File: config.mk
export PLATFORM = sky130hd
export DESIGN_NAME = if_fetch_unit
export DESIGN_NICKNAME = d
export VERILOG_FILES = /design/src/rtl/if_fetch_unit.sv
export SDC_FILE = /design/constraint.sdc
export NUM_CORES = 1
export LEC_CHECK = 0
export CAP_MARGIN = 30
export CORE_ASPECT_RATIO = 1.1
export CORE_MARGIN = 2
export CORE_UTILIZATION = 40
export CTS_CLUSTER_DIAMETER = 200
export CTS_CLUSTER_SIZE = 16
export DETAILED_ROUTE_END_ITERATION = 8
export GPL_ROUTABILITY_DRIVEN = 0
export GPL_TIMING_DRIVEN = 0
export PLACE_DENSITY = 0.72
export SETUP_SLACK_MARGIN = 0.3
export SYNTH_ARGS = -nofsm -noshare
export SYNTH_HDL_FRONTEND = slang
export SYNTH_SLANG_ARGS = --single-unit
File: constraint.sdc
create_clock -name clk -period 5.25 [get_ports clk]
set_input_delay 0.525 -clock clk [delete_from_list [all_inputs] [get_ports clk]]
set_output_delay 0.525 -clock clk [all_outputs]
set_load 0.01 [all_outputs]
File: src/rtl/if_fetch_unit.sv
`default_nettype none
// ============================================================================
// Module   : if_fetch_unit
// Brief    : Instruction-fetch stage feeding IF/ID; one outstanding imem
//            request, one-entry skid buffer for stalls, redirect squashing.
// Revision : 1.0
// ============================================================================
module if_fetch_unit #(
    parameter logic [31:0] RESET_PC  = 32'h0000_0000,
    parameter logic [31:0] NOP_INSTR = 32'h0000_0013
) (
    input  logic        clk,
    input  logic        rst,
    input  logic        stall_i,
    input  logic        redirect_i,
    input  logic [31:0] redirect_pc_i,
    output logic        imem_req_o,
    output logic [31:0] imem_addr_o,
    input  logic        imem_gnt_i,
    input  logic        imem_rvalid_i,
    input  logic [31:0] imem_rdata_i,
    output logic [31:0] pc_o,
    output logic [31:0] instr_o,
    output logic        instr_valid_o
);

    typedef enum logic [1:0] {
        S_FETCH = 2'd0,
        S_WAIT  = 2'd1,
        S_HOLD  = 2'd2
    } state_e;

    localparam logic [31:0] C_ALIGN_MASK = 32'hFFFF_FFFC;

    state_e      state_q, state_d;
    logic [31:0] pc_q, pc_d;
    logic        drop_q, drop_d;
    logic [31:0] skid_pc_q, skid_pc_d;
    logic [31:0] skid_instr_q, skid_instr_d;
    logic [31:0] pc_out_q, pc_out_d;
    logic [31:0] instr_out_q, instr_out_d;
    logic        valid_out_q, valid_out_d;

    logic [31:0] w_pc_inc;
    logic        w_b2b_req;

    assign w_pc_inc = pc_q + 32'd4;

    // A response being consumed in WAIT lets the next request go out in the same cycle.
    assign w_b2b_req = (state_q == S_WAIT) && imem_rvalid_i && !drop_q
                       && !stall_i && !redirect_i;

    assign imem_req_o  = (state_q == S_FETCH) || w_b2b_req;
    assign imem_addr_o = (w_b2b_req ? w_pc_inc : pc_q) & C_ALIGN_MASK;

    assign pc_o          = pc_out_q;
    assign instr_o       = instr_out_q;
    assign instr_valid_o = valid_out_q;

    always_comb begin
        state_d      = state_q;
        pc_d         = pc_q;
        drop_d       = drop_q;
        skid_pc_d    = skid_pc_q;
        skid_instr_d = skid_instr_q;
        pc_out_d     = pc_out_q;
        instr_out_d  = stall_i ? instr_out_q : NOP_INSTR;
        valid_out_d  = stall_i ? valid_out_q : 1'b0;

        if (redirect_i) begin
            pc_d         = redirect_pc_i & C_ALIGN_MASK;
            instr_out_d  = NOP_INSTR;
            valid_out_d  = 1'b0;
            skid_pc_d    = 32'd0;
            skid_instr_d = NOP_INSTR;
            drop_d       = 1'b0;
            state_d      = S_FETCH;
            // A request that is (or becomes) outstanding must have its response squashed.
            if ((state_q == S_FETCH && imem_gnt_i) ||
                (state_q == S_WAIT && !imem_rvalid_i)) begin
                drop_d  = 1'b1;
                state_d = S_WAIT;
            end
        end else begin
            case (state_q)
                S_FETCH: begin
                    if (imem_gnt_i) begin
                        state_d = S_WAIT;
                    end
                end
                S_WAIT: begin
                    if (imem_rvalid_i) begin
                        if (drop_q) begin
                            drop_d  = 1'b0;
                            state_d = S_FETCH;
                        end else if (!stall_i) begin
                            pc_out_d    = pc_q;
                            instr_out_d = imem_rdata_i;
                            valid_out_d = 1'b1;
                            pc_d        = w_pc_inc;
                            state_d     = imem_gnt_i ? S_WAIT : S_FETCH;
                        end else begin
                            skid_pc_d    = pc_q;
                            skid_instr_d = imem_rdata_i;
                            pc_d         = w_pc_inc;
                            state_d      = S_HOLD;
                        end
                    end
                end
                S_HOLD: begin
                    if (!stall_i) begin
                        pc_out_d    = skid_pc_q;
                        instr_out_d = skid_instr_q;
                        valid_out_d = 1'b1;
                        state_d     = S_FETCH;
                    end
                end
                default: begin
                    state_d = S_FETCH;
                end
            endcase
        end
    end

    always_ff @(posedge clk or posedge rst) begin
        if (rst) begin
            state_q      <= S_FETCH;
            pc_q         <= RESET_PC;
            drop_q       <= 1'b0;
            skid_pc_q    <= 32'd0;
            skid_instr_q <= NOP_INSTR;
            pc_out_q     <= 32'd0;
            instr_out_q  <= NOP_INSTR;
            valid_out_q  <= 1'b0;
        end else begin
            state_q      <= state_d;
            pc_q         <= pc_d;
            drop_q       <= drop_d;
            skid_pc_q    <= skid_pc_d;
            skid_instr_q <= skid_instr_d;
            pc_out_q     <= pc_out_d;
            instr_out_q  <= instr_out_d;
            valid_out_q  <= valid_out_d;
        end
    end

endmodule
`default_nettype wire
Word-level counts from Yosys, hierarchy flattened
Index checks and enable logic that the tools add are counted.
{ "totals": {"reg_bits": 164, "input_bits": 70, "out_inout_bits": 98, "wordCells": 88} }
{ "classes": {"add_sub_neg": 1, "eq_ne": 10, "n_mux": 46, "bitwise_logic": 1, "reduce_logical": 22} }
{ "op_table": {"columns": ["cell", "n"], "rows": [
  ["2-to-1 mux 32 bit", 25],
  ["case mux 32 bit (2 select lines)", 2],
  ["adder 32 x 3 -> 32 bit (second input constant)", 1],
  ["2-to-1 mux 2 bit", 6],
  ["2-to-1 mux 1 bit", 11],
  ["inequality test 2 bit (second input constant)", 5],
  ["inequality test 3 bit (second input constant)", 3],
  ["nonzero test 2 bit", 4],
  ["logical AND 1 bit", 6],
  ["case mux 2 bit (3 select lines)", 1],
  ["AND reduction 3 bit", 2],
  ["AND reduction 6 bit", 1],
  ["zero test 1 bit", 4],
  ["AND reduction 4 bit", 1],
  ["equality test 2 x 1 -> 1 bit (second input constant)", 1],
  ["equality test 2 bit (second input constant)", 1],
  ["zero test 2 bit", 1],
  ["logical OR 1 bit", 2],
  ["case mux 1 bit (2 select lines)", 1],
  ["AND reduction 2 bit", 1],
  ["inverter 1 bit", 1]
]} }

Depth between registers and ports, before layout
{ "depth": {"word_depth": 6, "mapped_depth": 9, "depth_no_buf": 7} }

Least setup slack after synthesis
No wires, ideal clock.
{ "synth_timing": {"path_kind": "register -> output", "startpoint": "register state_q[1]", "endpoint": "output port imem_addr_o[28]", "arrival_time_ns": 2.157, "required_ns": 4.725, "setup_slack_ns": 2.568, "stages_incl_launch_ff": 8, "path_buffers": 0, "cell_sequence": "dfrtp_1 inv_1 ha_1 or3b_4 nor4_4 nor3b_4 nand4_1 xnor2_1"} }
{ "synth_between": {"elab_chain_cells": 6} }
{ "synth_lines": {"columns": ["item", "line_no", "source"], "rows": [
  ["start: declaration", "35", "state_e state_q, state_d;"],
  ["start signal: assignment", "136", "state_q <= state_d;"],
  ["equality test 2 x 1 -> 1 bit", "50", "assign w_b2b_req = (state_q == S_WAIT) && imem_rvalid_i && !drop_q"],
  ["logical AND 1 bit (2 in a row)", "50", null],
  ["logical AND 1 bit (2 in a row)", "51", "&& !stall_i && !redirect_i;"],
  ["2-to-1 mux 32 bit", "54", "assign imem_addr_o = (w_b2b_req ? w_pc_inc : pc_q) & C_ALIGN_MASK;"],
  ["end: declaration", "18", "output logic [31:0] imem_addr_o,"]
]} }
Every way passes these cells.

Final worst setup path
{ "layout_timing": {"startpoint": "register state_q[1]", "endpoint": "output port imem_addr_o[31]"} }
Same word-level chain as after synthesis.

==> results.toml <==
[power]
internal_power_mw = 2.752
combPwrFrac_pct = 31.9
switching_power_mw = 1.310
p_sw_share_pct = 32.24
seqPwrFrac_pct = 38.4
ir_worst_vdd_mv = 0.2632
p_per_area_nw_per_um2 = 394.8
finalPower_mw = 4.062
p_leak_nw = 4.184
clkPwrFrac_pct = 29.6

[worst_setup_path]
criticalPathCategory = "reg2out"
startpoint_type = "register"
crit_arrival_ns = 3.64
crit_slowest_cell = "nor4_2"
cp.required_ns = 4.72
path_max_fanout = 6
crit_chain = "inv_1 > ha_1 > or3b_4 > nor4_2 > and2_1 > nand3_1 > xnor2_1 > clkdlybuf4s50_1"
cp-end-kind = "output pin"
reg2reg_depth = 7
critPathMaxStageDelay_ns = 0.71

[timing]
max_freq_mhz = 239.8
finalSetupTns_ns = 0
worstMarginPinSlew_ns = 0.8353
finClkSkew_ns = 0.01331
period_minus_slack_ns = 4.170
setup_violations = 0
hold_viol_final = 0
drv_slew = 0
slew_headroom_pct = 43.85
setup_ws_ns = 1.080
post-route-period-util_pct = 79.42
hold-worst-slack_ns = 0.4767
rsz0062_at_grt = "no"

[layout]
layout_commonest_cell = "clkdlybuf4s50_1"
layout-drive-gt1-share_pct = 6.632
multi_input_area_sq_um = 3406
area_growth_syn_to_layout_pct = 32.80
seq_area_sq_um = 4011
layout_common_cells = "clkdlybuf4s50_1, dfrtp_1, a22o_1"
fillerInstances = 1694
fin_nets = 1013
diodes = 0

[route]
dr.pass1.iters = 5
drtAntennaViolNets = 0
dr.first_iter.drc_count = 511
drt-wirelength-per-cell_um = 18.45
dr_total_vias = 6533
viasPerCell = 5.458
wl_um = 22080
drcViolationCount = 0

[yosys]
synth-compound-area-share_pct = 18.01
synth_top_family_by_area = "compound AO/OA/AOI/OAI gates"
yosys.area_share.simple_pct = 13.94
syn_area_sq_um = 7747
seq_area_frac_synth_pct = 51.78
netlist_instances = 755
synth-seq-cells = 160
synthAdderAreaFrac_pct = 0.6460
syn_area_per_cell_sq_um = 10.26
ys_types = 44
yosys.area_share.xor_xnor_pct = 6.557
yosysWarningCount = 0
synthMuxAreaShare_pct = 4.716

[die]
pin_count = 168
die_h_um = 150.0
core_area_sq_um = 19030
row_count = 53
start_util_pct = 40.71
die-area_sq_um = 20500
die_w_um = 136.7

[grt]
grt_use_total_pct = 21.92
overflow = 0
grt_pass1_vias = 6497
grt_start_max_net_pins = 120
grt_first_pass_wirelength_um = 34440
antenna_found_initial = 0

[run]
drv_cap = 0

[clock_tree]
cts_hold_buf = 0
htreeDepth = 4
clkSlewWorstSetupHoldPaths_ns = 0.06
cts-buffers-inserted = 17
cts_root_buf = "clkbuf_16"
clk-insertion-delay-late_ns = 0.43
cts_resized = 0
postCtsSetupBuffers = 0
cts_sinks = 160
cts_tree = "yes"
cts.path.max_buffers = 2

[placed_design]
port_buffers = 163
preCtsSetupSlack_ns = 1.183
dp_hpwl_um = 15870

[hold_path]
hp-class = "in2async"

[outcome]
outcome = "completed"
synth_stat cells, drive strengths merged:
master | instances | area, sq um
nand2 | 63 | 236.5
nand3 | 21 | 105.1
or3 | 2 | 12.51
inv | 7 | 26.28
a22oi | 29 | 217.7
clkbuf | 58 | 220.2
a211oi | 2 | 15.01
or4 | 1 | 7.510
mux2i | 32 | 320.3
a21oi | 33 | 165.2
o31a | 1 | 8.760
dfstp | 6 | 157.7
and4 | 4 | 35.03
and2 | 3 | 18.77
buf | 17 | 87.58
nand2b | 7 | 43.79
nor4 | 7 | 86.33
nand4b | 1 | 8.760
conb | 1 | 3.750
nand3b | 2 | 15.01
nor2 | 76 | 285.3
o22a | 3 | 26.28
nor3b | 1 | 18.77
dfrtp | 154 | 3854
a31oi | 4 | 25.02
xnor2 | 32 | 280.3
or3b | 2 | 20.02
nand4 | 19 | 118.9
xor2 | 26 | 227.7
nor4bb | 1 | 10.01
mux2 | 4 | 45.04
o31ai | 1 | 7.510
ha | 4 | 50.05
nor3 | 9 | 45.04
a21o | 1 | 7.510
a22o | 87 | 762.0
o21ai | 32 | 160.2
or2 | 2 | 12.51
power groups by stage:
stage               clock network (mW)  registers [mW]  logic [mW]
detailed placement                   0            1.58        1.30
global route                      1.28            1.59        1.41
CTS                               1.23            1.56        1.31
floorplan                            0            1.63       0.632
finish                            1.20            1.56        1.30
global placement                     0            1.57        1.29
cells by family after synthesis:
family                   after synthesis
XOR/XNOR                              58
other                                  1
AO/OA/AOI/OAI                        193
buffers and inverters                 82
flip-flops                           160
AND/OR/NAND/NOR                      221
adder cells (fa/ha/maj)                4
multiplexers                          36
flip-flops by register name, indices dropped and copies added (netlist names):
| register | cells |
|---|---|
| pc_o | 31 |
| drop_q | 1 |
| skid_pc_q | 31 |
| state_q | 2 |
| instr_valid_o | 1 |
| instr_o | 32 |
| skid_instr_q | 32 |
| pc_q | 30 |
per-stage QoR:
| stage | instance area [sq um] | utilization [%] | std cells |
|---|---|---|---|
| after detailed placement | 9727 | 51.11 | 1167 |
| after floorplan | 7751 | - | 756 |
| after global routing | 10290 | 54.06 | 1197 |
| final | 10290 | 54.06 | 1197 |
| after CTS | 10290 | 54.06 | 1197 |
| after global placement | 9692 | 50.92 | 1166 |
critical path, delay by kind of cell (launching register included):
kind,cells,cell delay (ns)
XOR/XNOR,1,0.27
flip-flops,1,0.40
buffers and inverters,2,0.68
adder cells (fa/ha/maj),1,0.27
AND/OR/NAND/NOR,4,1.60
worst paths after layout:
| path | startpoint | slack (ns) | end |
|---|---|---|---|
| min in group clk | skid_pc_q[1] | 0.49 | skid_pc_q[1] |
| hold reg to reg | skid_pc_q[1] | 0.49 | skid_pc_q[1] |
| max in group asynchronous | rst | 3.89 | skid_pc_q[20] |
| hold / removal | rst | 0.48 | instr_o[23] |
| setup reg to reg | state_q[1] | 2.40 | skid_instr_q[10] |
| setup / recovery | state_q[1] | 1.08 | imem_addr_o[31] |
cell type report:
cell class	instances	area share, %
plain buffers	75	2.992
clock buffers	20	4.341
clock inverters	10	1.119
inverters	7	0.3283
multi-input cells	514	33.10
flip-flops and latches	160	38.99
well taps	247	3.004
repair buffers	164	16.13
layer usage:
layer  routed length, um  global-route usage, %
met5                   0                      0
met4                 479                  7.760
met3                1482                  5.352
met2               10330                  34.68
met1                9786                  29.25
No activity file was read; power rests on OpenSTA's default activity.
